--- src/rtl/tap_controller.sv ---
// IEEE 1149.1-style TAP controller with instruction register and BSR strobe decode.
// Optional IDCODE data register enabled by defining TAP_IDCODE_EN.
//
// state  | meaning
// -------+----------------------------------------------
// TLR  F | test-logic-reset, IR forced to reset instruction
// RTI  C | run-test/idle
// SDR  7 | select-DR-scan
// CDR  6 | capture-DR (BSC capture strobe when BSR selected)
// SHD  2 | shift-DR
// E1D  1 | exit1-DR
// PDR  3 | pause-DR, shift registers hold
// E2D  0 | exit2-DR
// UDR  5 | update-DR (BSC update strobe when BSR selected)
// SIR  4 | select-IR-scan
// CIR  E | capture-IR, IR shift register loads 0..01
// SHI  A | shift-IR
// E1I  9 | exit1-IR
// PIR  B | pause-IR
// E2I  8 | exit2-IR
// UIR  D | update-IR, shift register copied into IR
module tap_controller #(
    parameter int          IR_W       = 4,
    parameter logic [31:0] IDCODE_VAL = 32'h1000_0001
) (
    input  logic       TCK,
    input  logic       TRST_n,
    input  logic       TMS,
    input  logic       TDI,
    input  logic       BSR_so,
    output logic       TDO,
    output logic       TDO_oe,
    output logic       Shift_DR,
    output logic       Mode,
    output logic       BSC_Cap_t_clk,
    output logic       BSC_Up_t_clk,
    output logic [3:0] state
);

    typedef enum logic [3:0] {
        ST_TLR = 4'hF, ST_RTI = 4'hC, ST_SEL_DR = 4'h7, ST_CAP_DR = 4'h6,
        ST_SH_DR = 4'h2, ST_EX1_DR = 4'h1, ST_PS_DR = 4'h3, ST_EX2_DR = 4'h0,
        ST_UP_DR = 4'h5, ST_SEL_IR = 4'h4, ST_CAP_IR = 4'hE, ST_SH_IR = 4'hA,
        ST_EX1_IR = 4'h9, ST_PS_IR = 4'hB, ST_EX2_IR = 4'h8, ST_UP_IR = 4'hD
    } tap_state_t;

    localparam logic [IR_W-1:0] IR_EXTEST = '0;
    localparam logic [IR_W-1:0] IR_SAMPLE = IR_W'(1);
    localparam logic [IR_W-1:0] IR_CAP    = IR_W'(1);
`ifdef TAP_IDCODE_EN
    localparam logic [IR_W-1:0] IR_IDCODE = IR_W'(2);
    localparam logic [IR_W-1:0] IR_RST    = IR_IDCODE;
`else
    localparam logic [IR_W-1:0] IR_RST    = '1;
`endif

    if (IR_W < 2 || IDCODE_VAL[0] != 1'b1) begin : g_bad_param
        $error("tap_controller: IR_W must be >= 2 and IDCODE_VAL[0] must be 1");
    end

    tap_state_t      cur_state, nxt_state;
    logic [IR_W-1:0] ir, ir_sr;
    logic            bypass_bit;
    logic            sel_bsr;
`ifdef TAP_IDCODE_EN
    logic [31:0]     id_sr;
    logic            sel_id;
`endif

    always_ff @(posedge TCK) begin
        if (!TRST_n) cur_state <= ST_TLR;
        else         cur_state <= nxt_state;
    end

    always_comb begin
        nxt_state = ST_TLR;
        case (cur_state)
            ST_TLR:    nxt_state = TMS ? ST_TLR    : ST_RTI;
            ST_RTI:    nxt_state = TMS ? ST_SEL_DR : ST_RTI;
            ST_SEL_DR: nxt_state = TMS ? ST_SEL_IR : ST_CAP_DR;
            ST_CAP_DR: nxt_state = TMS ? ST_EX1_DR : ST_SH_DR;
            ST_SH_DR:  nxt_state = TMS ? ST_EX1_DR : ST_SH_DR;
            ST_EX1_DR: nxt_state = TMS ? ST_UP_DR  : ST_PS_DR;
            ST_PS_DR:  nxt_state = TMS ? ST_EX2_DR : ST_PS_DR;
            ST_EX2_DR: nxt_state = TMS ? ST_UP_DR  : ST_SH_DR;
            ST_UP_DR:  nxt_state = TMS ? ST_SEL_DR : ST_RTI;
            ST_SEL_IR: nxt_state = TMS ? ST_TLR    : ST_CAP_IR;
            ST_CAP_IR: nxt_state = TMS ? ST_EX1_IR : ST_SH_IR;
            ST_SH_IR:  nxt_state = TMS ? ST_EX1_IR : ST_SH_IR;
            ST_EX1_IR: nxt_state = TMS ? ST_UP_IR  : ST_PS_IR;
            ST_PS_IR:  nxt_state = TMS ? ST_EX2_IR : ST_PS_IR;
            ST_EX2_IR: nxt_state = TMS ? ST_UP_IR  : ST_SH_IR;
            ST_UP_IR:  nxt_state = TMS ? ST_SEL_DR : ST_RTI;
            default:   nxt_state = ST_TLR;
        endcase
    end

    // TLR acts as a continuous reset of all scan registers, not just the state.
    always_ff @(posedge TCK) begin
        if (!TRST_n || cur_state == ST_TLR) begin
            ir         <= IR_RST;
            ir_sr      <= '0;
            bypass_bit <= 1'b0;
        end else begin
            case (cur_state)
                ST_CAP_IR: ir_sr <= IR_CAP;
                ST_SH_IR:  ir_sr <= {TDI, ir_sr[IR_W-1:1]};
                ST_UP_IR:  ir    <= ir_sr;
                ST_CAP_DR: bypass_bit <= 1'b0;
                ST_SH_DR:  bypass_bit <= TDI;
                default: ;
            endcase
        end
    end

`ifdef TAP_IDCODE_EN
    always_ff @(posedge TCK) begin
        if (!TRST_n || cur_state == ST_TLR) begin
            id_sr <= IDCODE_VAL;
        end else if (cur_state == ST_CAP_DR) begin
            id_sr <= IDCODE_VAL;
        end else if (cur_state == ST_SH_DR) begin
            id_sr <= {TDI, id_sr[31:1]};
        end
    end
`endif

    always_comb begin
        sel_bsr       = (ir == IR_EXTEST) || (ir == IR_SAMPLE);
`ifdef TAP_IDCODE_EN
        sel_id        = (ir == IR_IDCODE);
`endif
        Mode          = (ir == IR_EXTEST) && (cur_state != ST_TLR);
        Shift_DR      = sel_bsr && (cur_state == ST_SH_DR);
        BSC_Cap_t_clk = sel_bsr && (cur_state == ST_CAP_DR);
        BSC_Up_t_clk  = sel_bsr && (cur_state == ST_UP_DR);
        TDO_oe        = (cur_state == ST_SH_DR) || (cur_state == ST_SH_IR);
        TDO           = 1'b0;
        if (cur_state == ST_SH_IR) begin
            TDO = ir_sr[0];
        end else if (cur_state == ST_SH_DR) begin
            if (sel_bsr) TDO = BSR_so;
`ifdef TAP_IDCODE_EN
            else if (sel_id) TDO = id_sr[0];
`endif
            else TDO = bypass_bit;
        end
    end

    assign state = cur_state;

endmodule
--- config.mk ---
export PLATFORM = sky130hd
export DESIGN_NAME = tap_controller
export DESIGN_NICKNAME = d
export VERILOG_FILES = /design/src/rtl/tap_controller.sv
export SDC_FILE = /design/constraint.sdc
export NUM_CORES = 1
export LEC_CHECK = 0
export CORE_AREA = 2 2 57 59
export DETAILED_ROUTE_END_ITERATION = 10
export DIE_AREA = 0 0 59 61
export PLACE_DENSITY = 0.54
export SLEW_MARGIN = 0
export SYNTH_ARGS = -nofsm -noshare
export SYNTH_HDL_FRONTEND = slang
export SYNTH_SLANG_ARGS = --single-unit
--- constraint.sdc ---
create_clock -name TCK -period 1.85 [get_ports TCK]
set_clock_uncertainty 0.1 [all_clocks]
set_input_delay 0.37 -clock TCK [delete_from_list [all_inputs] [get_ports TCK]]
set_output_delay 0.37 -clock TCK [all_outputs]
set_load 0.01 [all_outputs]
Yosys cells after proc, flatten, opt, wreduce, memory -nomap -nowiden

Index checks and enable logic that the tools add are counted.

Bits in writable memories: 0
Logic and storage cells: 54
Output and inout bits: 10
Memory bits (read-only): 0
Bits in registers: 13
Memories kept: 0
Bits of input ports: 5
Latch bits: 0

Equal/unequal tests: 17
$add $sub $neg: 0
Reductions and logical operators: 15
Bitwise gates (word level): 0
Mux-type cells: 18
$lt $le $gt $ge: 0
$mul: 0
Div/mod/pow operators: 0
Shift operators: 0

Operator list:

| kind                                           | count |
|---|---|
| case mux 4 bit (12 select lines)               | 1 |
| == test 4 bit (second input constant)          | 8 |
| == test 4 x 3 -> 1 bit (second input constant) | 4 |
| 2-to-1 mux 2 bit                               | 6 |
| 2-to-1 mux 3 bit                               | 4 |
| == test 4 x 1 -> 1 bit (second input constant) | 2 |
| == test 4 x 2 -> 1 bit (second input constant) | 2 |
| zero test 4 bit                                | 2 |
| case mux 4 bit (2 select lines)                | 1 |
| logical AND 1 bit                              | 4 |
| 2-to-1 mux 1 bit                               | 4 |
| 2-to-1 mux 4 bit                               | 1 |
| inequality test 4 bit (second input constant)  | 1 |
| nonzero test 2 bit                             | 2 |
| OR reduction 2 bit                             | 2 |
| logical OR 1 bit                               | 3 |
| OR reduction 3 bit                             | 1 |
| case mux 1 bit (2 select lines)                | 1 |
| zero test 1 bit                                | 1 |

Logic depth before layout (Yosys ltp)

Gate-level depths: netlist of the first run.

Depth after elaboration: 5
Gate-level depth with buffers: 5
Mapped depth without buffers: 3

Least setup slack after synthesis of the first run

Ideal clock, no wire load.

Path kind: register to output
Start point: register cur_state[2], in the netlist state[2]
End point: output TDO
Setup slack: 0.089 ns
Cell stages (with the launch flop): 6
Buffers on the path: 2
Required time: 1.380 ns
Arrival time: 1.291 ns
Cells stage by stage: dfxtp_1 > buf_6 > clkbuf_1 > nor3b_1 > nand3_1 > o21ai_1

Word-level cells in the longest chain between the ends: 3
Elaborated cells on any way between the ends: 4
Those cells by class: 2 x eq/ne; 2 x mux

RTL lines:

| element                | line | source |
|---|---|---|
| from (decl)            | 61   | `tap_state_t cur_state, nxt_state;` |
| from (signal assigned) | 72   | `else cur_state <= nxt_state;` |
| == test 4 x 2 -> 1 bit | 141  | `end else if (cur_state == ST_SH_DR) begin` |
| 2-to-1 mux 1 bit       | 141  |  |
| 2-to-1 mux 1 bit (*)   | 139  | `if (cur_state == ST_SH_IR) begin` |
| to (decl)              | 31   | `output logic TDO,` |

Every way passes the cells marked *; elsewhere a longest branch is shown, timed or not.

Final worst setup path of the first run

Start point: register ir[3]
End point: output BSC_Up_t_clk

Word-level cells in the longest chain between the ends: 3
Elaborated cells on any way between the ends: 4
Those cells by class: 1 x eq/ne; 3 x reduce/logical

RTL lines:

| element                                                   | line | source |
|---|---|---|
| from (decl)                                               | 62   | `logic [IR_W-1:0] ir, ir_sr;` |
| from (signal assigned)                                    | 108  | `ST_UP_IR: ir <= ir_sr;` |
| == test 4 x 1 -> 1 bit or zero test 4 bit (tied branches) | 129  | `sel_bsr = (ir == IR_EXTEST) \|\| (ir == IR_SAMPLE);` |
| logical OR 1 bit (*)                                      | 129  |  |
| logical AND 1 bit (*)                                     | 136  | `BSC_Up_t_clk = sel_bsr && (cur_state == ST_UP_DR);` |
| to (decl)                                                 | 36   | `output logic BSC_Up_t_clk,` |

Marks and branches as above.

==> results of run 1 <==
[kinds of logic (layout without fill, tap and decap cells)]
logic type | Yosys count | count (layout)
multiplexers | 6 | 6
AND/OR/NAND/NOR | 44 | 44
AO/OA/AOI/OAI | 13 | 13
flip-flops | 13 | 13
buffers and inverters | 6 | 33
[cells in the final DEF, fill, tap and decap left out, types with 2 or more instances in the layout]
| cell type | n |
|---|---|
| nand2_1 | 17 |
| buf_4 | 13 |
| dfxtp_1 | 9 |
| a21oi_1 | 7 |
| mux2i_1 | 6 |
| clkdlybuf4s50_1 | 6 |
| dfxtp_2 | 4 |
| nor2_1 | 3 |
| nor2b_1 | 3 |
| nand2b_1 | 3 |
| nand3b_1 | 3 |
| o21ai_0 | 3 |
| clkbuf_4 | 3 |
| buf_2 | 3 |
| nor3b_2 | 2 |
| nand3_1 | 2 |
| nor3_1 | 2 |
| dlymetal6s2s_1 | 2 |
| clkbuf_2 | 2 |
[per-stage QoR]
| stage | cell area [µm²] | TNS, ns | utilization (%) |
|---|---|---|---|
| floorplan | 667 | 0 | - |
| global placement | 906 | -0.160 | 30.7 |
| detailed placement | 906 | -0.208 | 30.7 |
| CTS | 940 | -0.119 | 31.8 |
| global route | 950 | -0.00376 | 32.2 |
| finish | 950 | 0 | 32.2 |
[worst min path at each step]
| stage | startpoint | end | slack [ns] | cells past startpoint |
|---|---|---|---|---|
| floorplan | TRST_n | state[2] | 0.33 | 1 |
| global placement | ir[0] | ir[0] | 0.36 | 2 |
| detailed placement | ir[0] | ir[0] | 0.36 | 2 |
| CTS | ir_sr[2] | ir_sr[2] | 0.38 | 2 |
| global route | ir[0] | ir[0] | 0.40 | 2 |
| finish | ir[0] | ir[0] | 0.38 | 2 |
[per-layer routing]
metal	track usage, %	share of wire, %	vias up
li1	-	-	335
met1	13.3	49	292
met3	2.77	3.3	4
met5	0	0	-
met2	17.3	46	13
met4	3.90	1.6	0
[critical path: cells and delay by family (launching register included)]
kind	cells	cell delay, ns
buf+inv	3	0.38
flops	1	0.33
simple gates	2	0.34
[flip-flops by register name, summed over array words and instances (netlist names)]
signal      count
ir_sr           4
state           4
ir              4
bypass_bit      1
[layout make-up]
type                    count  area share (%)
flip-flops and latches     13            27.9
multi-input cells          63            40.6
well taps                  33            4.35
repair buffers             28            24.0
clock buffers               4            2.77
inverters                   1           0.395
[timing repair]
item                                    in CTS  in global routing
pin swaps                                    0                  0
gates resized for setup                     19                 10
endpoints found under the setup margin       7                  6
buffers inserted                             1                  1
[power breakdown]
| part | total (mW) | switching (mW) | internal [mW] |
|---|---|---|---|
| clock | 0.174 | 0.0905 | 0.0837 |
| combinational | 0.167 | 0.0797 | 0.0869 |
| sequential | 0.316 | 0.0168 | 0.299 |
==> flow_summary.yaml, run 1 <==
drt:
  antenna_left: 0
  num_vias: 644
  wl_per_cell_um: 11.7
  drc: 0
  wirelength_um: 1660
  viasPerCell: 4.54
  drt_iter0_drc: 9
  first_pass_iters: 4
run_status:
  status: "completed"
floorplanning:
  die_y_um: 61
  dieWidth_um: 59
  io_pins: 15
  fp.dieArea_um2: 3600
  start_util_pct: 22.6
  fp-row-count: 20
  coreArea_um2: 2950
setup_path:
  critPathArrivalTime_ns: 1.32
  path_cells: "nor3_2 > buf_4 > buf_4 > and4b_1 > buf_2"
  r2r_cells: 4
  worst_path_max_delay_cell: "dfxtp_2"
  endpoint: "BSC_Up_t_clk"
  crit_start: "ir[3]"
  setup.worst_path.start_class: "flip-flop"
  worstSetupPathType: "flip-flop to output pin"
  worstPathRequired_ns: 1.38
  r2r_end: "state[1]"
  cp_common_cell: "buf_4"
  worst_setup_path_end_kind: "output pin"
  r2r_slack_ns: 0.37
  r2r-start: "state[2]"
  slowest_delay_ns: 0.33
  path_max_fanout: 3
timing:
  timing.final.crit_share_pct: 96.8
  slew_violations: 0
  fmax_mhz: 558
  hold_violations: 0
  slew_headroom_pct: 79.5
  worst_pin_slew_ns: 0.305
  period_minus_slack_ns: 1.79
  whs_ns: 0.379
  setup_viol: 0
  setup_slack_ns: 0.0590
grt:
  grt_pass1_wl_um: 2800
  grt_overflow: 0
  grt_max_degree: 14
  antenna_found_initial: 0
  track_usage_pct: 10.5
  grt_pass1_vias: 583
flow_run:
  cap_violations: 0
clock_tree:
  cts.sinks: 13
  clk_pin_slew_ns: 0.07
  htree_num_levels: 1
  holdBufCountCts: 0
  cts_tree: "built"
  root_buffer: "clkbuf_4"
  clk_path_buf_depth: 2
  clock_latency_ns: 0.28
  cts_buffers: 3
final_layout:
  fillCellCount: 335
  multi_input_area_um2: 385
  final-seq-area_um2: 265
  instances_no_fill: 142
  nNetsFinal: 115
  syn_to_final_growth_pct: 42.4
  layout-drive-gt1-share_pct: 26.6
  n_antenna_cell: 0
logic_synthesis:
  yosysTopAreaCellShare_pct: 39.0
  yosys_register_bits: 13
  ys_seq_area_share_pct: 39.0
  synth_edf_count: 0
  ys_warn_count: 0
  synth_area_leaders: "dfxtp_1 39%, nand2_1 9.6%, mux2i_1 9.0%"
  synthCells: 82
  synth_compound_area_share_pct: 10.5
  yosysUniqueCellTypes: 28
  synth_fp_nets: 87
  synth_top_cells_by_count: "17 x nand2_1, 13 x dfxtp_1, 7 x a21oi_1, 6 x mux2i_1"
  synth_top_family_by_area: "simple AND/OR/NAND/NOR gates"
  yosys.area_share.simple_pct: 36.0
  synthAdderAreaFrac_pct: 0
  mappedNetlistArea_um2: 667
  synthMuxAreaShare_pct: 9.01
  yosysTopAreaCell: "dfxtp_1"
  synthXorXnorAreaFrac_pct: 0
  synthArstFlopShare_pct: 0
  synthFlopType: "dfxtp_1"
  syn_area_per_cell_um2: 8.13
  synth.most_common_cell: "nand2_1"
pwr:
  fin_total_pwr_mw: 0.657
  peakVddDrop_uv: 328
  powerDensity_nw_per_um2: 692
  p_leak_nw: 0.416
placed_design:
  portBuffers: 14
  gp_congestion: 0.700
  dp_cells: 136
  hpwlAfterDp_um: 1260
  dp_slack_ns: -0.169
min_path:
  hold_class: "flip-flop to flip-flop"
No activity file was read; power rests on OpenSTA's default activity.
==> run 2: changes to the inputs <==
--- a/config.mk
+++ b/config.mk
@@ -5,6 +5,7 @@
 export SDC_FILE = /design/constraint.sdc
 export NUM_CORES = 1
 export LEC_CHECK = 0
+export ABC_CLOCK_PERIOD_IN_PS = 1850
 export CORE_AREA = 2 2 57 59
 export DETAILED_ROUTE_END_ITERATION = 10
 export DIE_AREA = 0 0 59 61
==> results of run 2 <==
The final DEF is identical to that of run 1; final timing and power are the same.
